==> config.mk <==
export PLATFORM = sky130hd
export DESIGN_NAME = dram_req_queue_flat
export DESIGN_NICKNAME = d
export VERILOG_FILES = /design/src/rtl/dram_req_queue_pkg.sv /design/src/rtl/dram_req_queue_if.sv /design/src/rtl/dram_req_fifo.sv /design/src/rtl/dram_req_queue.sv /design/src/flat_wrapper.sv
export SDC_FILE = /design/constraint.sdc
export NUM_CORES = 1
export LEC_CHECK = 0
export CORE_ASPECT_RATIO = 0.75
export CORE_MARGIN = 2
export CORE_UTILIZATION = 48
export CTS_CLUSTER_SIZE = 25
export DETAILED_ROUTE_END_ITERATION = 8
export PLACE_DENSITY = 0.76
export SLEW_MARGIN = 20
export SYNTH_ARGS = -nofsm -noshare
export SYNTH_HDL_FRONTEND = slang
export SYNTH_HIERARCHICAL = 1
export SYNTH_SLANG_ARGS = --single-unit
==> constraint.sdc <==
create_clock -name u_clk -period 1.75 [get_ports u_clk]
set_clock_uncertainty 0.05 [all_clocks]
set_input_delay 0.4375 -clock u_clk [delete_from_list [all_inputs] [get_ports u_clk]]
set_output_delay 0.4375 -clock u_clk [all_outputs]
set_load 0.05 [all_outputs]
==> src/rtl/dram_req_queue_pkg.sv <==
// Shared constants, FSM state type and address-width helpers for the DRAM request queue.
package dram_pkg;

    localparam logic CMD_READ  = 1'b0;
    localparam logic CMD_WRITE = 1'b1;

    typedef enum logic [1:0] {
        StIdle,
        StIssue,
        StWaitRd
    } state_e;

    function automatic int unsigned col_width(input int unsigned columns,
                                              input int unsigned dram_data_width);
        return $clog2(columns / dram_data_width);
    endfunction

    function automatic int unsigned row_width(input int unsigned rows);
        return $clog2(rows);
    endfunction

    function automatic int unsigned bank_width(input int unsigned banks);
        return $clog2(banks);
    endfunction

    // Address layout is {bank, row, col}.
    function automatic int unsigned u_addr_width(input int unsigned banks,
                                                 input int unsigned rows,
                                                 input int unsigned columns,
                                                 input int unsigned dram_data_width);
        return bank_width(banks) + row_width(rows) + col_width(columns, dram_data_width);
    endfunction

endpackage

==> src/rtl/dram_req_queue_if.sv <==
// Host request/response and controller command signals of the DRAM request queue.
interface dram_req_queue_if #(
    parameter int unsigned AddrWidth  = 12,
    parameter int unsigned DataWidth  = 2,
    parameter int unsigned CountWidth = 3
) ();

    logic                  req_valid;
    logic                  req_ready;
    logic                  req_cmd;
    logic [AddrWidth-1:0]  req_addr;
    logic [DataWidth-1:0]  req_data;
    logic                  rsp_valid;
    logic [DataWidth-1:0]  rsp_data;
    logic [CountWidth-1:0] q_count;
    logic                  q_full;
    logic                  q_empty;

    logic                  u_rst_n;
    logic                  u_en;
    logic                  u_cmd;
    logic [AddrWidth-1:0]  u_addr;
    logic [DataWidth-1:0]  u_data_i;
    logic                  u_busy;
    logic                  u_cmd_ack;
    logic                  u_data_valid;
    logic [DataWidth-1:0]  u_data_o;

    modport slave (
        input  req_valid, req_cmd, req_addr, req_data,
        input  u_busy, u_cmd_ack, u_data_valid, u_data_o,
        output req_ready, rsp_valid, rsp_data, q_count, q_full, q_empty,
        output u_rst_n, u_en, u_cmd, u_addr, u_data_i
    );

    modport master (
        output req_valid, req_cmd, req_addr, req_data,
        output u_busy, u_cmd_ack, u_data_valid, u_data_o,
        input  req_ready, rsp_valid, rsp_data, q_count, q_full, q_empty,
        input  u_rst_n, u_en, u_cmd, u_addr, u_data_i
    );

endinterface

==> src/rtl/dram_req_fifo.sv <==
// Synchronous FIFO with registered count/full/empty and an unregistered head output.
module dram_req_fifo #(
    parameter int unsigned Width = 8,
    parameter int unsigned Depth = 4,
    localparam int unsigned PtrWidth   = $clog2(Depth),
    localparam int unsigned CountWidth = PtrWidth + 1
) (
    input  logic                  clk,
    input  logic                  rst,
    input  logic                  push,
    input  logic                  pop,
    input  logic [Width-1:0]      wr_data,
    output logic [Width-1:0]      head,
    output logic                  full,
    output logic                  empty,
    output logic [CountWidth-1:0] count
);

    logic [Width-1:0]      mem_q [Depth];
    logic [PtrWidth-1:0]   wr_ptr_q, rd_ptr_q;
    logic [CountWidth-1:0] count_q, count_d;
    logic                  full_q, empty_q;
    logic                  push_en, pop_en;

    assign push_en = push && !full_q;
    assign pop_en  = pop && !empty_q;

    always_comb begin
        count_d = count_q;
        if (push_en && !pop_en) begin
            count_d = count_q + 1'b1;
        end else if (pop_en && !push_en) begin
            count_d = count_q - 1'b1;
        end
    end

    always_ff @(posedge clk) begin
        if (rst) begin
            wr_ptr_q <= '0;
            rd_ptr_q <= '0;
            count_q  <= '0;
            full_q   <= 1'b0;
            empty_q  <= 1'b1;
        end else begin
            if (push_en) wr_ptr_q <= wr_ptr_q + 1'b1;
            if (pop_en)  rd_ptr_q <= rd_ptr_q + 1'b1;
            count_q <= count_d;
            full_q  <= (count_d == CountWidth'(Depth));
            empty_q <= (count_d == '0);
        end
    end

    // Storage is not reset; only valid entries are ever observed at the head.
    always_ff @(posedge clk) begin
        if (push_en) mem_q[wr_ptr_q] <= wr_data;
    end

    assign head  = mem_q[rd_ptr_q];
    assign full  = full_q;
    assign empty = empty_q;
    assign count = count_q;

endmodule

==> src/rtl/dram_req_queue.sv <==
// Buffers host requests and issues them in order to the DRAM controller; returns read data.
module dram_req_queue
    import dram_pkg::*;
#(
    parameter int unsigned NUMBER_OF_COLUMNS = 8,
    parameter int unsigned NUMBER_OF_ROWS    = 128,
    parameter int unsigned NUMBER_OF_BANKS   = 8,
    parameter int unsigned U_DATA_WIDTH      = 2,
    parameter int unsigned DRAM_DATA_WIDTH   = 2,
    parameter int unsigned QUEUE_DEPTH       = 4
) (
    input  logic             u_clk,
    input  logic             u_rst,
    dram_req_queue_if.slave  bus
);

    localparam int unsigned U_ADDR_WIDTH = u_addr_width(NUMBER_OF_BANKS, NUMBER_OF_ROWS,
                                                        NUMBER_OF_COLUMNS, DRAM_DATA_WIDTH);
    localparam int unsigned EntryWidth = 1 + U_ADDR_WIDTH + U_DATA_WIDTH;
    localparam int unsigned CountWidth = $clog2(QUEUE_DEPTH) + 1;

    logic                    push, pop;
    logic                    fifo_full, fifo_empty;
    logic [CountWidth-1:0]   fifo_count;
    logic [EntryWidth-1:0]   entry, head;
    logic                    head_cmd;
    logic [U_ADDR_WIDTH-1:0] head_addr;
    logic [U_DATA_WIDTH-1:0] head_data;

    state_e                  state_q, state_d;
    logic                    u_en;
    logic                    capture;
    logic                    rsp_valid_q;
    logic [U_DATA_WIDTH-1:0] rsp_data_q;

    assign entry = {bus.req_cmd, bus.req_addr, bus.req_data};
    assign push  = bus.req_valid && !fifo_full;

    dram_req_fifo #(
        .Width (EntryWidth),
        .Depth (QUEUE_DEPTH)
    ) u_fifo (
        .clk     (u_clk),
        .rst     (u_rst),
        .push    (push),
        .pop     (pop),
        .wr_data (entry),
        .head    (head),
        .full    (fifo_full),
        .empty   (fifo_empty),
        .count   (fifo_count)
    );

    assign head_cmd  = head[EntryWidth-1];
    assign head_addr = head[U_DATA_WIDTH +: U_ADDR_WIDTH];
    assign head_data = head[U_DATA_WIDTH-1:0];

    always_ff @(posedge u_clk) begin
        if (u_rst) begin
            state_q <= StIdle;
        end else begin
            state_q <= state_d;
        end
    end

    always_comb begin
        state_d = state_q;
        unique case (state_q)
            StIdle: begin
                if (!fifo_empty && !bus.u_busy) state_d = StIssue;
            end
            // Busy is deliberately ignored here: once issued, only the ack moves us on.
            StIssue: begin
                if (bus.u_cmd_ack) begin
                    if (head_cmd == CMD_WRITE || bus.u_data_valid) begin
                        state_d = StIdle;
                    end else begin
                        state_d = StWaitRd;
                    end
                end
            end
            StWaitRd: begin
                if (bus.u_data_valid) state_d = StIdle;
            end
            default: state_d = StIdle;
        endcase
    end

    always_comb begin
        u_en    = (state_q == StIssue);
        pop     = u_en && bus.u_cmd_ack;
        capture = (pop && head_cmd == CMD_READ && bus.u_data_valid) ||
                  (state_q == StWaitRd && bus.u_data_valid);
    end

    always_ff @(posedge u_clk) begin
        if (u_rst) begin
            rsp_valid_q <= 1'b0;
            rsp_data_q  <= '0;
        end else begin
            rsp_valid_q <= capture;
            if (capture) rsp_data_q <= bus.u_data_o;
        end
    end

    assign bus.req_ready = !fifo_full;
    assign bus.q_full    = fifo_full;
    assign bus.q_empty   = fifo_empty;
    assign bus.q_count   = fifo_count;
    assign bus.rsp_valid = rsp_valid_q;
    assign bus.rsp_data  = rsp_data_q;
    assign bus.u_rst_n   = ~u_rst;
    assign bus.u_en      = u_en;
    assign bus.u_cmd     = head_cmd;
    assign bus.u_addr    = head_addr;
    assign bus.u_data_i  = head_data;

endmodule

==> src/flat_wrapper.sv <==
// flat-port wrapper written by rule: the top's interface ports become plain ports
module dram_req_queue_flat import dram_pkg::*;
#(
    parameter int unsigned NUMBER_OF_COLUMNS = 8,
    parameter int unsigned NUMBER_OF_ROWS    = 128,
    parameter int unsigned NUMBER_OF_BANKS   = 8,
    parameter int unsigned U_DATA_WIDTH      = 2,
    parameter int unsigned DRAM_DATA_WIDTH   = 2,
    parameter int unsigned QUEUE_DEPTH       = 4
)
  (u_clk, u_rst, bus_req_valid, bus_req_cmd, bus_req_addr, bus_req_data, bus_u_busy, bus_u_cmd_ack, bus_u_data_valid, bus_u_data_o, bus_req_ready, bus_rsp_valid, bus_rsp_data, bus_q_count, bus_q_full, bus_q_empty, bus_u_rst_n, bus_u_en, bus_u_cmd, bus_u_addr, bus_u_data_i);
  dram_req_queue_if bus_i ();
  input  logic u_clk;
  input  logic u_rst;
  input wire logic [$bits(bus_i.req_valid)-1:0] bus_req_valid;
  input wire logic [$bits(bus_i.req_cmd)-1:0] bus_req_cmd;
  input wire logic [$bits(bus_i.req_addr)-1:0] bus_req_addr;
  input wire logic [$bits(bus_i.req_data)-1:0] bus_req_data;
  input wire logic [$bits(bus_i.u_busy)-1:0] bus_u_busy;
  input wire logic [$bits(bus_i.u_cmd_ack)-1:0] bus_u_cmd_ack;
  input wire logic [$bits(bus_i.u_data_valid)-1:0] bus_u_data_valid;
  input wire logic [$bits(bus_i.u_data_o)-1:0] bus_u_data_o;
  output wire logic [$bits(bus_i.req_ready)-1:0] bus_req_ready;
  output wire logic [$bits(bus_i.rsp_valid)-1:0] bus_rsp_valid;
  output wire logic [$bits(bus_i.rsp_data)-1:0] bus_rsp_data;
  output wire logic [$bits(bus_i.q_count)-1:0] bus_q_count;
  output wire logic [$bits(bus_i.q_full)-1:0] bus_q_full;
  output wire logic [$bits(bus_i.q_empty)-1:0] bus_q_empty;
  output wire logic [$bits(bus_i.u_rst_n)-1:0] bus_u_rst_n;
  output wire logic [$bits(bus_i.u_en)-1:0] bus_u_en;
  output wire logic [$bits(bus_i.u_cmd)-1:0] bus_u_cmd;
  output wire logic [$bits(bus_i.u_addr)-1:0] bus_u_addr;
  output wire logic [$bits(bus_i.u_data_i)-1:0] bus_u_data_i;
  assign bus_i.req_valid = bus_req_valid;
  assign bus_i.req_cmd = bus_req_cmd;
  assign bus_i.req_addr = bus_req_addr;
  assign bus_i.req_data = bus_req_data;
  assign bus_i.u_busy = bus_u_busy;
  assign bus_i.u_cmd_ack = bus_u_cmd_ack;
  assign bus_i.u_data_valid = bus_u_data_valid;
  assign bus_i.u_data_o = bus_u_data_o;
  assign bus_req_ready = bus_i.req_ready;
  assign bus_rsp_valid = bus_i.rsp_valid;
  assign bus_rsp_data = bus_i.rsp_data;
  assign bus_q_count = bus_i.q_count;
  assign bus_q_full = bus_i.q_full;
  assign bus_q_empty = bus_i.q_empty;
  assign bus_u_rst_n = bus_i.u_rst_n;
  assign bus_u_en = bus_i.u_en;
  assign bus_u_cmd = bus_i.u_cmd;
  assign bus_u_addr = bus_i.u_addr;
  assign bus_u_data_i = bus_i.u_data_i;
  dram_req_queue #(.NUMBER_OF_COLUMNS(NUMBER_OF_COLUMNS), .NUMBER_OF_ROWS(NUMBER_OF_ROWS), .NUMBER_OF_BANKS(NUMBER_OF_BANKS), .U_DATA_WIDTH(U_DATA_WIDTH), .DRAM_DATA_WIDTH(DRAM_DATA_WIDTH), .QUEUE_DEPTH(QUEUE_DEPTH)) u_core (.u_clk(u_clk), .u_rst(u_rst), .bus(bus_i));
endmodule
==> impl_metrics.py <==
metrics = {
    "status": {
        "run_status": "complete, but fails checks",
        "violations_in_the_final_reports": "setup timing",
    },
    "layout": {
        "postLayoutCoreUtil_pct": 66.72,
        "sequential_cell_area_sq_mm": 0.002130,
        "n_antenna_cell": 0,
        "areaGrowthSynthToFinish_pct": 35.89,
        "multi_input_area_sq_um": 913.4,
        "final_net_count": 290,
        "layout.filler_cells": 443,
        "postLayoutCellArea_sq_mm": 0.004174,
        "layout-drive-gt1-share_pct": 40.98,
    },
    "hold_path": {
        "hold_path_class": "flop to flop",
        "hold_path.startpoint": "u_core/state_q[1]",
        "worstHoldPathCells": 2,
        "worstHoldEndpoint": "u_core/state_q[0]",
    },
    "worst_setup_path": {
        "path_max_fanout": 9,
        "regToRegSetupSlack_ns": 0.01,
        "r2r_cells": 4,
        "worstPathCellList": "buf_12 > mux4_2 > buf_6",
        "critical-path-top-delay-family": "multiplexers",
        "critical_path.max_stage_delay_ns": 0.55,
        "endpoint_kind": "primary output",
        "worst-endpoint-arrival_ns": 1.59,
        "timing.critical_path.required_ns": 1.26,
        "rr_endpoint": "u_core/bus.rsp_data[0]",
        "setup.worst_path.start_class": "flop",
        "worst-setup-path-type": "flop to primary output",
        "cpMaxStageDelayCell": "sky130_fd_sc_hd__mux4_2",
        "worst-path-buf-inv": 2,
    },
    "clocking": {
        "ctsHtreeMaxLevel": 3,
        "tritoncts": "done",
        "cts.hold.buffers_added": 0,
        "cts.sink_count": 76,
        "cts_root_buffer": "sky130_fd_sc_hd__clkbuf_8",
        "clkLatencyLatePin_ns": 0.34,
        "clk_pin_slew_worst_paths_ns": 0.07,
        "clk_path_buf_depth": 2,
        "cts_buffer_count": 9,
    },
    "logic_synthesis": {
        "synth.top_cell.area_share_pct": 58.66,
        "yosysMostFrequentCell": "sky130_fd_sc_hd__edfxtp_1",
        "synth_enable_flop_cells": 60,
        "synth_commonest_cells": "sky130_fd_sc_hd__edfxtp_1 (60), sky130_fd_sc_hd__dfxtp_1 (16), sky130_fd_sc_hd__mux4_2 (15)",
        "synthesis.instances": 178,
        "syn_nets": 207,
        "ys_dominant_reg_cell": "sky130_fd_sc_hd__edfxtp_1",
        "post-synth-top-area-cell": "sky130_fd_sc_hd__edfxtp_1",
        "ys_seq_elements": 76,
        "post_synth_num_cell_types": 39,
        "synth_area_sq_mm": 0.003072,
        "post_synth_main_area_contributors": "sky130_fd_sc_hd__edfxtp_1 (59%), sky130_fd_sc_hd__mux4_2 (11%), sky130_fd_sc_hd__dfxtp_1 (10%)",
        "synth-async-reset-ratio_pct": 0,
        "postSynthAreaPerCell_sq_um": 17.26,
        "synth.yosys.seq_area_share_pct": 69.08,
        "synth_warnings": 6,
    },
    "global_routing": {
        "largest_net_degree_at_the_start_of_global_routing": 16,
        "grt-busiest-layer": "met2",
        "grt.met1_usage_pct": 25.02,
        "grt_use_met3_pct": 5.744,
        "grt_overflow": 0,
        "first_global_vias": 1818,
        "grtUsageTotal_pct": 18.41,
        "grt_met2_usage_pct": 27.70,
        "grt_first_pass_wirelength_mm": 9.135,
        "antenna_violations_before_repair": 0,
    },
    "timing": {
        "finalSetupViolCount": 15,
        "fraction_of_the_cycle_the_final_worst_path_needs_pct": 118.7,
        "worst_slew_margin_rel_pct": 79.91,
        "hold_violations": 0,
        "fmax_mhz": 481.4,
        "setup_ws_ns": -0.3272,
        "period_minus_slack_ns": 2.077,
        "worst_hold_slack_ns": 0.4892,
        "setup_repair_after_global_routing_missed_its_margin": "yes",
        "worst_pin_slew_ns": 0.3010,
        "drv_slew": 0,
    },
    "flow_run": {
        "max-cap-violations": 0,
    },
    "routing": {
        "detailed_routing_iteration_count_for_the_pre_antenna_repair_pass": 4,
        "wire_length_reported_by_the_detailed_router_mm": 5.959,
        "postRouteAntennaNets": 0,
        "drcViolationCount": 0,
        "post_drt_via_cell_ratio": 5.190,
        "dr.first_iter.drc_count": 72,
        "route.vias.total": 1801,
        "drt-wirelength-per-cell_um": 17.17,
    },
    "power": {
        "vdd.ir_drop.worst_uv": 490.5,
        "total_power_per_unit_cell_area_mw_per_mm2": 1160,
        "leakagePower_nw": 1.507,
    },
    "place": {
        "placement.io_buffers": 48,
        "globalplace.congestion": 0.8696,
        "post-place-ws_ns": -0.3069,
        "postPlaceCellArea_sq_mm": 0.003897,
        "dpl.hpwl_mm": 4.272,
    },
    "floorplan": {
        "die_width_um": 96.37,
        "dieHeight_um": 73.28,
        "start_util_pct": 49.10,
        "core_sq_mm": 0.006256,
        "die_area_sq_mm": 0.007062,
        "rows": 25,
        "io_pins": 49,
    },
}
[placed cells by master (no fill, tap or decap), drive strengths merged, types with 2 or more instances in the layout]
master / instances
and2b: 3
nand2b: 3
xnor2: 4
a211oi: 2
clkinv: 6
nand2: 7
nor3: 4
o31a: 2
nor2: 7
buf: 56
nand3: 3
and3: 3
edfxtp: 60
ha: 6
nand4: 2
inv: 9
nor2b: 2
mux4: 15
o311ai: 2
and2: 6
or3b: 2
clkbuf: 10
clkdlybuf4s50: 21
nor4: 2
dfxtp: 16
a21oi: 5
[flip-flops by register name (all words and copies together), names as in the netlist, named ones only]
signal	count
u_core/u_fifo/rd_ptr_q	2
u_core/u_fifo/empty	1
u_core/bus.rsp_data	2
u_core/u_fifo/mem_q	60
u_core/u_fifo/count	3
u_core/u_fifo/full	1
u_core/bus.rsp_valid	1
u_core/state_q	2
u_core/u_fifo/wr_ptr_q	2
[tightest hold or removal path: cells and delay by family (launching register included)]
kind | cells | cell delay [ns]
buffers and inverters | 1 | 0.11
DFF | 1 | 0.33
and+or+nand+nor | 1 | 0.05
[layer usage]
metal | vias up | wire [um]
li1 | 855 | -
met1 | 897 | 2708
met2 | 43 | 2906
met3 | 6 | 251
met4 | 0 | 93
met5 | - | 0
[kinds of logic (layout without fill, tap and decap cells)]
group	Yosys count	count (layout)	share of synthesized area, %
AOI/OAI and AO/OA	15	15	3.625
xor gates and xnor gates	5	5	1.670
adders and majority gates	6	6	2.444
buffers and inverters	16	103	3.014
DFF	76	76	69.08
muxes	15	15	11.00
and+or+nand+nor	45	46	9.165
[power by group]
group          switching (W)  internal, W  leakage (nW)
Combinational       0.000800     0.000669         0.740
Sequential          0.000113      0.00216         0.682
Clock               0.000600     0.000500        0.0849
Total                0.00151      0.00333          1.51
[final cells by class]
type / count / share of cell area [%]
Timing Repair Buffer: 78 / 20.05
Multi-Input combinational cell: 87 / 21.88
Tap cell: 81 / 2.428
Sequential cell: 76 / 51.02
Inverter: 9 / 0.8094
Clock inverter: 6 / 0.7494
Clock buffer: 10 / 3.058
[how the worst max path moves through the flow]
stage                     cells after the start  slack (ns)           from                         end
after global routing                          3       -0.39           flop                   bus_u_cmd
after CTS                                     3       -0.34           flop                   bus_u_cmd
final                                         3       -0.33           flop                   bus_u_cmd
after global placement                        5       -0.26  bus_req_valid  u_core/u_fifo/mem_q[1][10]
after detailed placement                      6       -0.31  bus_u_cmd_ack         u_core/u_fifo/empty
after floorplan                               4       -0.02           flop      u_core/bus.rsp_data[0]
[per-stage QoR]
step	instances	TNS [ns]	power, W
floorplan	178	-0.01811	0.003114
global route	347	-5.295	0.005050
finish	347	-4.195	0.004843
CTS	343	-4.613	0.004835
global placement	327	-15.79	0.003664
detailed placement	327	-17.20	0.003694
[what timing repair did]
| action | in CTS | in global routing |
|---|---|---|
| setup buffers | 0 | 3 |
| pin swaps | 0 | 5 |
| resized for setup | 17 | 8 |
| setup endpoints to repair | 16 | 21 |
| gates cloned | 0 | 1 |
Note: power is estimated with default switching activity, not from simulation.
